File: src/rtl/sad_stream_engine.sv
// Streaming SAD engine: DEPTH-word reference window vs NUM_CH candidate rows, per-beat SAD and
// running minimum per channel. Optional macro SAD_STREAM_THRESH_EN adds a sticky threshold early exit.
module sad_stream_engine #(
    parameter int LANES  = 4,
    parameter int DEPTH  = 4,
    parameter int NUM_CH = 2,
    parameter int ACC_W  = 16,
    parameter int IDX_W  = 16
) (
    input  logic                      Clk,
    input  logic                      Reset,
    input  logic                      start,
    input  logic                      win_valid,
    output logic                      win_ready,
    input  logic [8*LANES-1:0]        win_data,
    input  logic                      frm_valid,
    output logic                      frm_ready,
    input  logic                      frm_last,
    input  logic [NUM_CH*8*LANES-1:0] frm_data,
    output logic                      busy,
    output logic                      sad_valid,
    output logic [NUM_CH*ACC_W-1:0]   sad_out,
    output logic [IDX_W-1:0]          sad_idx,
    output logic                      done,
    output logic [NUM_CH*ACC_W-1:0]   min_sad,
`ifdef SAD_STREAM_THRESH_EN
    input  logic [ACC_W-1:0]          thresh,
    output logic [NUM_CH-1:0]         thresh_hit,
`endif
    output logic [NUM_CH*IDX_W-1:0]   min_idx
);
    localparam int W     = 8 * LANES;
    localparam int CW    = $clog2(DEPTH + 1);
    localparam int SUM_W = 9 + $clog2(DEPTH * LANES);
    localparam int T_W   = ((SUM_W > ACC_W) ? SUM_W : ACC_W) + 1;
    localparam logic [T_W-1:0] SAT_MAX  = T_W'({ACC_W{1'b1}});
    localparam logic [CW-1:0]  LAST_POS = CW'(DEPTH - 1);

    typedef enum logic [2:0] {
        S_IDLE,
        S_LOAD,
        S_RUN,
        S_FLUSH,
        S_DONE
    } state_t;

    state_t           r_state;
    state_t           w_next;

    logic [W-1:0]     r_win     [DEPTH];
    logic [W-1:0]     r_hist    [NUM_CH][DEPTH];
    logic [W-1:0]     w_cand    [NUM_CH][DEPTH];
    logic [ACC_W-1:0] w_sad     [NUM_CH];
    logic [ACC_W-1:0] r_sad     [NUM_CH];
    logic [ACC_W-1:0] r_min     [NUM_CH];
    logic [IDX_W-1:0] r_min_idx [NUM_CH];
    logic [CW-1:0]    r_wcnt;
    logic [CW-1:0]    r_fill;
    logic [IDX_W-1:0] r_beat;
    logic [IDX_W-1:0] r_sad_idx;
    logic             r_sad_valid;
    logic             w_win_acc;
    logic             w_accept;
    logic             w_run_entry;
    logic             w_all_hit;

    always_ff @(posedge Clk) begin
        if (Reset) r_state <= S_IDLE;
        else       r_state <= w_next;
    end

    always_comb begin
        w_next    = r_state;
        win_ready = 1'b0;
        frm_ready = 1'b0;
        done      = 1'b0;
        busy      = (r_state != S_IDLE);
        case (r_state)
            S_IDLE:  if (start) w_next = S_LOAD;
            S_LOAD: begin
                win_ready = 1'b1;
                if (win_valid && (r_wcnt == LAST_POS)) w_next = S_RUN;
            end
            S_RUN: begin
                if (w_all_hit) begin
                    w_next = S_FLUSH;
                end else begin
                    frm_ready = 1'b1;
                    if (frm_valid && frm_last) w_next = S_FLUSH;
                end
            end
            S_FLUSH: w_next = S_DONE;
            S_DONE: begin
                done   = 1'b1;
                w_next = S_IDLE;
            end
            default: w_next = S_IDLE;
        endcase
    end

    assign w_win_acc   = win_ready & win_valid;
    assign w_accept    = frm_ready & frm_valid;
    assign w_run_entry = (r_state == S_LOAD) && (w_next == S_RUN);

    // Candidate history as it will be after this beat: slot 0 is the incoming word.
    always_comb begin
        for (int unsigned c = 0; c < NUM_CH; c++) begin
            w_cand[c][0] = frm_data[c*W +: W];
            for (int unsigned k = 1; k < DEPTH; k++) w_cand[c][k] = r_hist[c][k-1];
        end
    end

    always_comb begin
        logic [T_W-1:0] acc;
        logic [7:0]     a;
        logic [7:0]     b;
        acc = '0;
        a   = '0;
        b   = '0;
        for (int unsigned c = 0; c < NUM_CH; c++) begin
            acc = '0;
            for (int unsigned k = 0; k < DEPTH; k++) begin
                for (int unsigned l = 0; l < LANES; l++) begin
                    a   = r_win[k][l*8 +: 8];
                    b   = w_cand[c][k][l*8 +: 8];
                    acc = acc + T_W'((a > b) ? (a - b) : (b - a));
                end
            end
            w_sad[c] = (acc > SAT_MAX) ? '1 : acc[ACC_W-1:0];
        end
    end

    always_ff @(posedge Clk) begin
        if (Reset) begin
            for (int unsigned k = 0; k < DEPTH; k++) r_win[k] <= '0;
            for (int unsigned c = 0; c < NUM_CH; c++) begin
                for (int unsigned k = 0; k < DEPTH; k++) r_hist[c][k] <= '0;
                r_sad[c]     <= '0;
                r_min[c]     <= '1;
                r_min_idx[c] <= '0;
            end
            r_wcnt      <= '0;
            r_fill      <= '0;
            r_beat      <= '0;
            r_sad_idx   <= '0;
            r_sad_valid <= 1'b0;
        end else begin
            r_sad_valid <= 1'b0;
            if (w_win_acc) begin
                for (int unsigned k = 0; k + 1 < DEPTH; k++) r_win[k] <= r_win[k+1];
                r_win[DEPTH-1] <= win_data;
                r_wcnt         <= r_wcnt + CW'(1);
            end
            if (r_sad_valid) begin
                for (int unsigned c = 0; c < NUM_CH; c++) begin
                    if (r_sad[c] < r_min[c]) begin
                        r_min[c]     <= r_sad[c];
                        r_min_idx[c] <= r_sad_idx;
                    end
                end
            end
            if (w_run_entry) begin
                r_wcnt <= '0;
                r_fill <= '0;
                r_beat <= '0;
                for (int unsigned c = 0; c < NUM_CH; c++) begin
                    for (int unsigned k = 0; k < DEPTH; k++) r_hist[c][k] <= '0;
                    r_min[c]     <= '1;
                    r_min_idx[c] <= '0;
                end
            end else if (w_accept) begin
                for (int unsigned c = 0; c < NUM_CH; c++) begin
                    for (int unsigned k = 0; k < DEPTH; k++) r_hist[c][k] <= w_cand[c][k];
                    r_sad[c] <= w_sad[c];
                end
                r_sad_valid <= (r_fill == LAST_POS);
                r_sad_idx   <= r_beat;
                if (r_fill != LAST_POS) r_fill <= r_fill + CW'(1);
                if (r_beat != '1)       r_beat <= r_beat + IDX_W'(1);
            end
        end
    end

`ifdef SAD_STREAM_THRESH_EN
    logic [NUM_CH-1:0] r_hit;

    always_ff @(posedge Clk) begin
        if (Reset || w_run_entry) begin
            r_hit <= '0;
        end else if (r_sad_valid) begin
            for (int unsigned c = 0; c < NUM_CH; c++) begin
                if (r_sad[c] <= thresh) r_hit[c] <= 1'b1;
            end
        end
    end

    assign w_all_hit  = &r_hit;
    assign thresh_hit = r_hit;
`else
    assign w_all_hit = 1'b0;
`endif

    always_comb begin
        for (int unsigned c = 0; c < NUM_CH; c++) begin
            sad_out[c*ACC_W +: ACC_W] = r_sad[c];
            min_sad[c*ACC_W +: ACC_W] = r_min[c];
            min_idx[c*IDX_W +: IDX_W] = r_min_idx[c];
        end
    end

    assign sad_valid = r_sad_valid;
    assign sad_idx   = r_sad_idx;

endmodule

File: config.mk
export PLATFORM = sky130hd
export DESIGN_NAME = sad_stream_engine
export DESIGN_NICKNAME = d
export VERILOG_FILES = /design/src/rtl/sad_stream_engine.sv
export SDC_FILE = /design/constraint.sdc
export NUM_CORES = 2
export LEC_CHECK = 0
export ABC_AREA = 1
export CORE_MARGIN = 3
export CORE_UTILIZATION = 35
export DETAILED_ROUTE_END_ITERATION = 6
export PLACE_DENSITY = 0.49
export SKIP_CTS_REPAIR_TIMING = 1
export SLEW_MARGIN = 25
export SYNTH_ARGS = -nofsm -noshare
export SYNTH_HDL_FRONTEND = slang
export SYNTH_SLANG_ARGS = --single-unit
File: constraint.sdc
create_clock -name Clk -period 17.65 [get_ports Clk]
set_clock_uncertainty 0.15 [all_clocks]
set_input_delay 1.765 -clock Clk [delete_from_list [all_inputs] [get_ports Clk]]
set_output_delay 1.765 -clock Clk [all_outputs]
set_load 0.005 [all_outputs]
==> metrics <==
CTS root buf=clkbuf_16; Final GP Congestion=0.9484; Post-synth ARST share=0; Worst Hold Launch=r_fill[1]; initial antenna violation count=2; max_cap viols=0; Reg-to-Reg Start=r_win[3][1]; worst flop-to-flop path endpoint=r_sad[0][15]; Peak Freq=112.2 MHz; Placement Rows=139; first-pass GRT wire length=271.2 mm; final worst path period share=0.5051; RSZ-0062 raised after global routing=no; Final setup viols=0; status=finished clean; Post-DP Area=0.05451 mm²; DPL Wire Length=150.1 mm; count leader, synth=inv_1; Yosys reg bits=458; post-route antenna net violation count=0; Longest Clk Path Bufs=3; Final Cell Area=0.05682 mm²; die area=0.1506 mm²; number of global-route vias before repair=42320; Synth top cells by count=inv_1 (1289), nand2_1 (1212), ha_1 (589), nor2_1 (507), a21oi_1 (480); critical path arrival=9.15 ns; synth unique cells=66; worst-margin pin slew=1.075 ns; # DRC=0; worst reg-to-reg path cell count=28; R2R setup slack=9.49 ns; FILL cells=15100; Hold Crit Class=reg -> reg; Setup CP Type=in -> reg; largest net degree at the start of global routing=156; die span in y=388.1 µm; H-tree depth=3; synth warn=0; largest cells by area after synthesis=edfxtp_1 (21%), ha_1 (14%), fa_1 (13%); worst hold path endpoint=r_fill[1]; # IOs=219; CP Max Fanout=16; nets=7557; Slew Viols, Final=0; CP Capture Type=flop; die width=388.1 µm; sequential share of the synthesized area=0.2484; minimum clock period=8.915 ns; Post-Syn Instances=6436; setup TNS=0 ns; Iter 0 DRT Violations=2682; Critical Path Start Type=primary input; clock slew at reported path FFs=0.06 ns; mapped cell area=0.05110 mm²; Core Footprint=0.1444 mm²; Hold Crit Depth=2; multi-input logic area=0.03220 mm²; DR vias/cell=4.956; CTS tree=done; final hold violation count=0; clk_lat worst skew=0.70 ns; register area=0.01269 mm²; WP data required=17.88 ns; port buffer count=218; WL final=182.7 mm; Post-synth top flop=edfxtp_1; total clock buffers created by CTS=66; Synth area leader=edfxtp_1; share of cells above drive strength 1=0.04379; Initial Util=0.3540; Max-slew headroom=0.2831; via count=42040; gr ovfl total=0; GRT Total Usage=0.2391; Post-synth EDFFs=352; Synth top area share=0.2069; Mapped Nets=7465; wire per inst=21.55 µm; area grow syn2layout=11.20%; first-pass detailed-route iteration total=7; Synth Area per Inst=7.939 µm²; CTS Sinks=458
[layer usage]
metal	vias up	wire [µm]	global-route usage
li1	20510	-	-
met1	20430	85740	0.3311
met2	924	84360	0.3945
met3	175	7650	0.02537
met4	0	4995	0.06815
met5	-	0	0
[final cells by class]
class                      count  share of cell area
clock buffer                  78             0.03131
sequential                   458              0.2234
clock inverter                39            0.009293
inverter                    1316             0.08694
multi-input combinational   4455              0.5668
antenna                        1          0.00004404
tap                         1903             0.04191
timing repair buffer         231             0.04034
[flip-flops by register name, summed over array words and instances (netlist names)]
| signal | flops |
|---|---|
| r_min | 32 |
| r_min_idx | 32 |
| r_wcnt | 3 |
| sad_valid | 1 |
| r_state | 3 |
| r_sad | 32 |
| sad_idx | 16 |
| r_win | 128 |
| r_fill | 3 |
| r_hist | 192 |
| r_beat | 16 |
[cells by family (layout without fill, tap and decap cells)]
kind of cell,Yosys count,count (layout),synth area share
flops,458,458,0.2484
buf+inv,1523,1664,0.1221
mux,4,4,0.0007836
xor+xnor,343,343,0.05879
simple gates,2124,2124,0.1721
fa+ha+maj,927,927,0.2767
compound gates,1057,1057,0.1212
other cells,0,1,0
[cells in the final DEF (no fill, tap or decap), drive strengths merged, types with 78 or more instances in the layout]
master,n
a21oi,499
xor2,273
inv,1316
dfxtp,106
clkdlybuf4s50,218
ha,589
nor2,548
nand2,1240
clkbuf,78
nand3,223
edfxtp,352
o21ai,309
fa,338
[how the worst max path moves through the flow]
| stage | from | to | cells after the start |
|---|---|---|---|
| finish | frm_data[18] | r_sad[0][15] | 27 |
| global route | frm_data[18] | r_sad[0][15] | 28 |
| CTS | frm_data[18] | r_sad[0][15] | 27 |
| detailed placement | frm_data[18] | r_sad[0][15] | 27 |
| global placement | frm_data[27] | r_sad[0][15] | 26 |
| floorplan | frm_data[18] | r_sad[0][10] | 30 |
[worst max-delay path, stage by stage]
cell	delay [ns]
clkdlybuf4s50_1	0.54
inv_1	0.11
ha_1	0.45
nand2_1	0.08
nand2_1	0.08
a31oi_1	0.07
o21ai_1	0.24
a21o_1	0.17
nand2_2	0.14
o21ai_1	0.58
fa_1	0.61
fa_1	0.55
fa_1	0.61
inv_1	0.08
fa_1	0.50
fa_1	0.54
inv_1	0.05
fa_1	0.52
inv_1	0.04
ha_1	0.35
nand2_1	0.09
nand2_1	0.06
o21bai_1	0.18
a21oi_1	0.23
nand3_2	0.14
nand2_4	0.23
a21oi_1	0.11
[per-stage QoR]
stage	hold slack, ns	instances	utilization	worst slack (ns)
floorplan	0.2921	6436	-	9.572
global route	0.3502	8481	0.3936	8.344
detailed placement	0.3111	8363	0.3776	7.944
global placement	0.3015	8363	0.3776	7.735
CTS	0.3189	8480	0.3936	8.687
finish	0.3159	8481	0.3936	8.735
Power is left out: the tool's default activity adds up to more than one toggle a clock period on the data nets, which glitch-free logic cannot reach.
